==> src/rtl/seg7_pattern_decoder.sv <==
`default_nettype none
// ============================================================================
// Module   : seg7_pattern_decoder
// Purpose  : Recovers the hex digit shown on an active-low 7-segment bus.
//            A pattern is published only after it has been sampled
//            STABLE_CYCLES times in a row, which filters multiplexing
//            glitches and mid-update transients. Illegal published patterns
//            are counted (saturating) for debug.
// Ports    : clk        - system clock, rising edge
//            reset      - asynchronous, active-high reset
//            pattern    - active-low segments, bit0=a .. bit6=g
//            clear_err  - synchronous clear of err_count
//            digit      - last published digit value
//            valid      - published pattern is a legal hex digit
//            blank      - published pattern is all-off (7'h7F)
//            update     - one-cycle pulse on every publish
//            err_count  - saturating count of illegal publishes
// Revision : 1.0 - initial release
// ============================================================================
module seg7_pattern_decoder #(
    parameter int STABLE_CYCLES = 4,   // legal range 1..255
    parameter int ERR_W         = 8
) (
    input  logic             clk,
    input  logic             reset,
    input  logic [6:0]       pattern,
    input  logic             clear_err,
    output logic [3:0]       digit,
    output logic             valid,
    output logic             blank,
    output logic             update,
    output logic [ERR_W-1:0] err_count
);

    localparam logic [7:0]       c_stable     = 8'(STABLE_CYCLES);
    localparam logic [6:0]       c_blank_code = 7'h7F;
    localparam logic [ERR_W-1:0] c_err_max    = '1;
    localparam logic [ERR_W-1:0] c_err_one    = ERR_W'(1);

    localparam logic [0:0] c_settle = 1'b0;
    localparam logic [0:0] c_locked = 1'b1;

    logic [0:0]       r_state;
    logic [0:0]       w_state_next;
    logic [6:0]       r_samp;
    logic [7:0]       r_run;
    logic [3:0]       r_digit;
    logic             r_valid;
    logic             r_blank;
    logic             r_update;
    logic [ERR_W-1:0] r_err;

    logic             w_match;
    logic             w_publish;
    logic [3:0]       w_dec_digit;
    logic             w_dec_legal;
    logic             w_dec_blank;

    assign w_match = (pattern == r_samp);

    // ------------------------------------------------------------------
    // Sample register and stability run counter
    // ------------------------------------------------------------------
    always_ff @(posedge clk or posedge reset) begin
        if (reset) begin
            r_samp <= c_blank_code;
            r_run  <= 8'd0;
        end else begin
            r_samp <= pattern;
            if (w_match) begin
                r_run <= (r_run >= c_stable) ? c_stable : r_run + 8'd1;
            end else begin
                r_run <= 8'd1;
            end
        end
    end

    // ------------------------------------------------------------------
    // FSM: state register
    // ------------------------------------------------------------------
    always_ff @(posedge clk or posedge reset) begin
        if (reset) begin
            r_state <= c_settle;
        end else begin
            r_state <= w_state_next;
        end
    end

    // ------------------------------------------------------------------
    // FSM: next-state logic
    // If the input moves on the very edge we publish, the new value has
    // already started its own run, so stay in SETTLE to publish it later.
    // ------------------------------------------------------------------
    always_comb begin
        w_state_next = r_state;
        case (r_state)
            c_settle: begin
                if (r_run == c_stable) begin
                    w_state_next = w_match ? c_locked : c_settle;
                end
            end
            c_locked: begin
                if (!w_match) begin
                    w_state_next = c_settle;
                end
            end
            default: w_state_next = c_settle;
        endcase
    end

    // ------------------------------------------------------------------
    // FSM: output logic (publish strobe and pattern decode of r_samp)
    // ------------------------------------------------------------------
    always_comb begin
        w_publish   = (r_state == c_settle) && (r_run == c_stable);
        w_dec_blank = (r_samp == c_blank_code);
        w_dec_digit = 4'h0;
        w_dec_legal = 1'b1;
        case (r_samp)
            7'h40:   w_dec_digit = 4'h0;
            7'h79:   w_dec_digit = 4'h1;
            7'h24:   w_dec_digit = 4'h2;
            7'h30:   w_dec_digit = 4'h3;
            7'h19:   w_dec_digit = 4'h4;
            7'h12:   w_dec_digit = 4'h5;
            7'h02:   w_dec_digit = 4'h6;
            7'h78:   w_dec_digit = 4'h7;
            7'h00:   w_dec_digit = 4'h8;
            7'h10:   w_dec_digit = 4'h9;
            7'h20:   w_dec_digit = 4'hA;
            7'h03:   w_dec_digit = 4'hB;
            7'h46:   w_dec_digit = 4'hC;
            7'h21:   w_dec_digit = 4'hD;
            7'h06:   w_dec_digit = 4'hE;
            7'h0E:   w_dec_digit = 4'hF;
            default: w_dec_legal = 1'b0;
        endcase
    end

    // ------------------------------------------------------------------
    // Published outputs; held between publishes
    // ------------------------------------------------------------------
    always_ff @(posedge clk or posedge reset) begin
        if (reset) begin
            r_digit  <= 4'h0;
            r_valid  <= 1'b0;
            r_blank  <= 1'b0;
            r_update <= 1'b0;
        end else begin
            r_update <= w_publish;
            if (w_publish) begin
                if (w_dec_legal) begin
                    r_digit <= w_dec_digit;
                    r_valid <= 1'b1;
                    r_blank <= 1'b0;
                end else if (w_dec_blank) begin
                    r_digit <= 4'h0;
                    r_valid <= 1'b0;
                    r_blank <= 1'b1;
                end else begin
                    // Illegal code: digit keeps the last good value
                    r_valid <= 1'b0;
                    r_blank <= 1'b0;
                end
            end
        end
    end

    // ------------------------------------------------------------------
    // Illegal-pattern counter; a clear coinciding with an illegal publish
    // leaves that publish counted.
    // ------------------------------------------------------------------
    always_ff @(posedge clk or posedge reset) begin
        if (reset) begin
            r_err <= '0;
        end else if (w_publish && !w_dec_legal && !w_dec_blank) begin
            if (clear_err) begin
                r_err <= c_err_one;
            end else if (r_err != c_err_max) begin
                r_err <= r_err + c_err_one;
            end
        end else if (clear_err) begin
            r_err <= '0;
        end
    end

    assign digit     = r_digit;
    assign valid     = r_valid;
    assign blank     = r_blank;
    assign update    = r_update;
    assign err_count = r_err;

endmodule
`default_nettype wire

==> config.mk <==
export PLATFORM = sky130hd
export DESIGN_NAME = seg7_pattern_decoder
export DESIGN_NICKNAME = d
export VERILOG_FILES = /design/src/rtl/seg7_pattern_decoder.sv
export SDC_FILE = /design/constraint.sdc
export NUM_CORES = 1
export LEC_CHECK = 0
export ABC_AREA = 0
export ABC_CLOCK_PERIOD_IN_PS = 6400
export CAP_MARGIN = 15
export CORE_AREA = 2 2 52 64
export CTS_BUF_LIST = sky130_fd_sc_hd__clkbuf_8
export CTS_CLUSTER_DIAMETER = 150
export DETAILED_ROUTE_END_ITERATION = 6
export DIE_AREA = 0 0 54 66
export HOLD_SLACK_MARGIN = 0.15
export PLACE_DENSITY = 0.94
export SLEW_MARGIN = 20
export SYNTH_ARGS = -nofsm -noshare
export SYNTH_HDL_FRONTEND = slang
export SYNTH_SLANG_ARGS = --single-unit
==> constraint.sdc <==
create_clock -name clk -period 6.4 [get_ports clk]
set_input_delay 0.64 -clock clk [delete_from_list [all_inputs] [get_ports clk]]
set_output_delay 0.64 -clock clk [all_outputs]
set_load 0.01 [all_outputs]
## Yosys cells after proc, flatten, opt, wreduce, memory -nomap -nowiden

Index checks and enable logic that the tools add are counted.

- Equal/unequal tests: 19
- Multiplexer cells: 16
- $lt $le $gt $ge: 1
- Add/sub/neg operators: 2
- Bitwise logic cells: 1
- Reductions and logical operators: 12

Operators with widths:

| operator | count |
|---|---|
| 4-bit case mux with 15 select lines | 1 |
| 8-bit two-way mux | 6 |
| 7-bit equality test, second input constant | 5 |
| 7-bit by 6-bit equality test with 1-bit output, second input constant | 4 |
| 7-bit by 5-bit equality test with 1-bit output, second input constant | 3 |
| 8-bit by 1-bit adder with 8-bit output, second input constant | 2 |
| 16-bit OR reduction | 1 |
| 7-bit by 2-bit equality test with 1-bit output, second input constant | 2 |
| 8-bit by 3-bit equality test with 1-bit output, second input constant | 1 |
| 8-bit by 3-bit >= comparator with 1-bit output, second input constant | 1 |
| 4-bit two-way mux | 2 |
| 8-bit != test, second input constant | 1 |
| 7-bit by 3-bit equality test with 1-bit output, second input constant | 1 |
| 7-bit by 4-bit equality test with 1-bit output, second input constant | 1 |
| 7-bit equality test | 1 |
| 7-bit logical NOT | 1 |
| 1-bit two-way mux | 6 |
| 2-bit nonzero test | 3 |
| 2-bit AND reduction | 2 |
| 1-bit logical AND | 3 |
| 1-bit logical NOT | 2 |
| 1-bit case mux with 2 select lines | 1 |
| 1-bit inverter | 1 |

- Flip-flop bits (word level): 31
- Output and inout port bits: 15
- Logic and storage cells: 59
- Input port bits: 10

## Logic depth before layout (Yosys ltp)

- Depth after elaboration: 8
- Depth in mapped cells: 9
- Mapped depth without buffers: 7

## Worst setup path after synthesis

No wires, ideal clock.

- Kind: reg2reg
- Start: register r_samp[4]
- End: register r_err[0], in the netlist err_count[0]
- Data required time: 6,277 ps
- Path slack: 4,293 ps
- Library setup time: 123 ps
- Arrival time: 1,984 ps
- Cell stages (with the launch flop): 9
- Cell sequence: dfstp_2 -> buf_2 -> nand2_1 -> or4_4 -> o31a_1 -> and4_4 -> buf_6 -> o21a_1 -> o221a_1

- Longest elaborated chain between the ends: 8
- Elaborated cells between the ends (all ways): 26
- Those cells by class: 16 x eq/ne; 2 x mux; 8 x reduce/logical

RTL lines:

| what | RTL line | source |
|---|---|---|
| start: declaration | 45 | `logic [6:0] r_samp;` |
| start signal: assignment | 66 | `r_samp <= c_blank_code;` |
| start signal: assignment | 69 | `r_samp <= pattern;` |
| 7-bit by 4-bit equality test with 1-bit output, or another cell as far along | 119 | `case (r_samp)` |
| 16-bit OR reduction (no line) | -- |  |
| 1-bit two-way mux | 119 |  |
| 1-bit logical NOT | 176 | `end else if (w_publish && !w_dec_legal && !w_dec_blank) begin` |
| 1-bit logical AND | 176 |  |
| 1-bit logical AND (*) | 176 |  |
| 2-bit nonzero test (no line) | -- |  |
| 2-bit AND reduction (no line) | -- |  |
| end signal: assignment | 178 | `r_err <= c_err_one;` |
| end signal: assignment | 180 | `r_err <= r_err + c_err_one;` |
| end: declaration | 51 | `logic [ERR_W-1:0] r_err;` |

Every way passes the cells marked *; elsewhere a longest branch is shown, timed or not.
A chain may end at the register's enable or synchronous reset.

## Worst setup path after layout

- Start: register r_samp[6]
- End: register r_digit[3], in the netlist digit[3]

- Longest elaborated chain between the ends: 5
- Elaborated cells between the ends (all ways): 23
- Those cells by class: 16 x eq/ne; 3 x mux; 4 x reduce/logical

RTL lines:

| what | RTL line | source |
|---|---|---|
| 7-bit by 4-bit equality test with 1-bit output, or another cell as far along | 119 |  |
| 16-bit OR reduction (no line) | -- |  |
| 1-bit two-way mux | 119 |  |
| 2-bit nonzero test (no line) | -- |  |
| 2-bit AND reduction (no line) | -- |  |
| end signal: assignment | 153 | `r_digit <= w_dec_digit;` |
| end: declaration | 47 | `logic [3:0] r_digit;` |

Parallel ways exist; a longest one is shown, timed or not.

==> flow_metrics.env <==
export IMPL_maxCapViolations=0
export IMPL_grt_max_degree=32
export IMPL_cts_tree="yes"
export IMPL_worstSetupPathType="reg2reg"
export IMPL_fp_dieH_microns=66
export IMPL_p_sw_w=0.0000994
export IMPL_power_leakage_nw=0.830
export IMPL_design_core_area_sq_um=2970
export IMPL_hold_viol=0
export IMPL_avgSynthCellArea_sq_um=9.94
export IMPL_fillers=214
export IMPL_grt_pass1_wl_microns=5910
export IMPL_cts_root_buf="clkbuf_8"
export IMPL_hp_class="reg2reg"
export IMPL_ctsResizeCount=0
export IMPL_postSynth_asyncResetShare_pct=100
export IMPL_r2r_end="digit[3]"
export IMPL_post_cts_buffers=0
export IMPL_hpwl_microns=2550
export IMPL_rsz0062_at_grt="false"
export IMPL_diodes=0
export IMPL_comb_power_share_pct=6.7
export IMPL_fin_area_sq_um=2060
export IMPL_antenna_left=0
export IMPL_grt_ovfl_total=0
export IMPL_max_slew_margin_rel_pct=58.8
export IMPL_postSynthCellCount=172
export IMPL_cts_path_max_buffers=2
export IMPL_holdWs_ps=489
export IMPL_clkLatencyLatePin_ps=280
export IMPL_placed_area_sq_um=1950
export IMPL_initial_core_util_pct=57.5
export IMPL_setup_viol=0
export IMPL_synth_seq_area_share_pct=45.9
export IMPL_hold_path_end="blank"
export IMPL_io_buffer_count=24
export IMPL_required_ps=6600
export IMPL_syn2layout_area_growth_pct=20.8
export IMPL_hold_buffers=0
export IMPL_drtIter0Drc=94
export IMPL_seq_power_share_pct=48.0
export IMPL_synthDistinctLibCells=51
export IMPL_p_int_w=0.000342
export IMPL_synth_edf_count=0
export IMPL_status="completed"
export IMPL_worst_pin_slew_ps=617
export IMPL_wl_per_cell_microns=15.5
export IMPL_postLayoutCoreUtil_pct=69.4
export IMPL_min_period_ps=2350
export IMPL_cts_buffers=5
export IMPL_num_rows=22
export IMPL_via_per_inst=6.26
export IMPL_sw_frac_of_total_pct=22.6
export IMPL_boundaryPins=25
export IMPL_synth_cell_area_sq_um=1710
export IMPL_cp_start_kind="flop"
export IMPL_fin_nets=210
export IMPL_h_tree_depth=2
export IMPL_antenna_found_initial=0
export IMPL_p_clk_share_pct=45.2
export IMPL_drive_gt1_share_pct=12.6
export IMPL_clkSinkCount=31
export IMPL_cp_max_fo=13
export IMPL_yosysWarningCount=0
export IMPL_slew_viol_final=0
export IMPL_synth_flop_cell="dfrtp_1"
export IMPL_r2r_cells=5
export IMPL_grt_pass1_vias=1393
export IMPL_hp_start="blank"
export IMPL_vias=1465
export IMPL_drt_pass1_iter_count=5
export IMPL_fin_skew_ps=6.84
export IMPL_fin_crit_sh_pct=36.8
export IMPL_fmax_ghz=0.425
export IMPL_setup_tns_ps=0
export IMPL_reg2reg_slack_ps=4050
export IMPL_place_congestion=0.892
export IMPL_die_x_microns=54
export IMPL_drc=0
export IMPL_ir_worst_vdd_uv=187
export IMPL_timing_rr_start="r_samp[6]"
export IMPL_dieArea_sq_um=3560
export IMPL_wirelength_microns=3630
export IMPL_synth_seq_cells=31
export IMPL_holdPathStages=2
export IMPL_crit_path_end_kind="flop"
export IMPL_powerDensity_nw_per_um2=214
export IMPL_crit_arrival_ps=2560
export IMPL_gr_usage_all_layers_pct=22.9
export IMPL_clkTransAtPathRegs_ps=70
[layer usage]
| metal | vias to the layer above | global-route usage, % | routed length (microns) |
|---|---|---|---|
| met1 | 715 | 25.9 | 1490 |
| met3 | 10 | 5.88 | 259 |
| met2 | 64 | 39.2 | 1800 |
| met4 | 0 | 10.9 | 77 |
| met5 | - | 0 | 0 |
| li1 | 676 | - | - |
[registers in the layout, summed over array words and instances (netlist names)]
register / count
blank: 1
digit: 4
r_run: 8
err_count: 8
r_samp: 7
r_state: 1
update: 1
valid: 1
[power by group through the flow]
stage	clock (W)	sequential (W)	combinational (W)
floorplan	0	0.000207	0.0000262
global placement	0	0.000214	0.0000278
finish	0.000199	0.000212	0.0000297
global route	0.000213	0.000212	0.0000321
CTS	0.000203	0.000211	0.0000293
detailed placement	0	0.000215	0.0000291
[cells in the final DEF, fill, tap and decap left out, types with 2 or more instances in the layout]
| master | synthesis | final |
|---|---|---|
| a211oi_1 | 3 | 3 |
| a21oi_1 | 12 | 12 |
| a31oi_1 | 5 | 5 |
| and4b_1 | 2 | 2 |
| clkbuf_8 | 0 | 6 |
| clkdlybuf4s50_1 | 0 | 24 |
| conb_1 | 1 | 5 |
| dfrtp_1 | 24 | 24 |
| dfstp_2 | 7 | 7 |
| ha_1 | 3 | 3 |
| inv_1 | 9 | 8 |
| inv_2 | 1 | 2 |
| mux2i_1 | 3 | 3 |
| nand2_1 | 11 | 11 |
| nand2b_1 | 3 | 3 |
| nand3_1 | 4 | 4 |
| nand4_1 | 5 | 5 |
| nand4_2 | 2 | 2 |
| nor2_1 | 13 | 13 |
| nor2b_1 | 3 | 3 |
| nor4_1 | 3 | 3 |
| nor4b_1 | 2 | 2 |
| o21a_1 | 4 | 4 |
| o21ai_0 | 5 | 5 |
| o22ai_1 | 2 | 2 |
| o32ai_1 | 2 | 2 |
| or3_1 | 5 | 5 |
| xnor2_1 | 5 | 5 |
| xor2_1 | 3 | 3 |
[area by class of cell]
class                   instances  area (sq um)  area share (%)
clock buffers                   6          82.6            4.00
clock inverters                 2          35.0            1.70
inverters                      10          37.5            1.82
multi-input cells             125           840            40.7
flip-flops and latches         31           785            38.0
well taps                      36          45.0            2.18
repair buffers                 24           240            11.6
[synth_stat cells, types with 5 or more instances]
cell type	number	share of area, %
o21ai_0	5	1.5
nor2_1	13	2.9
nand4_1	5	1.8
dfstp_2	7	11
dfrtp_1	24	35
inv_1	9	2.0
buf_2	5	1.5
xnor2_1	5	2.6
a31oi_1	5	1.8
a21oi_1	12	3.5
nand2_1	11	2.4
or3_1	5	1.8
[cell families (layout without fill, tap and decap cells)]
logic type | after synthesis | count (layout) | synth area share (%)
simple gates | 62 | 62 | 22.1
compound gates | 44 | 44 | 17.9
mux | 3 | 3 | 1.76
fa+ha+maj | 3 | 3 | 2.20
other cells | 1 | 5 | 0.219
xor+xnor | 8 | 8 | 4.10
buf+inv | 20 | 42 | 5.86
flops | 31 | 31 | 45.9
[metrics by stage]
step | setup slack, ps | total power [W] | cells
2_1_floorplan | 4290 | 0.000234 | 176
5_1_grt | 3950 | 0.000458 | 234
3_3_place_gp | 4210 | 0.000242 | 226
4_1_cts | 4080 | 0.000443 | 234
6_report | 4050 | 0.000441 | 234
3_5_place_dp | 4090 | 0.000244 | 226
[worst max path at each step]
stage                   start  slack, ps           end  depth (start not counted)
global route        r_samp[6]       3950      digit[1]                          6
floorplan           r_samp[4]       4290  err_count[0]                          8
global placement    r_samp[3]       4210      digit[0]                          5
CTS                 r_samp[6]       4080      digit[3]                          5
detailed placement  r_samp[6]       4090      digit[0]                          5
finish              r_samp[6]       4050      digit[3]                          5
[worst max-delay path, cell delays in order (launching register included)]
cell,delay (ps)
dfstp_2,670
inv_1,120
or4_4,510
o31a_1,320
a31oi_2,410
mux2i_1,250
No activity file was read; power rests on OpenSTA's default activity.
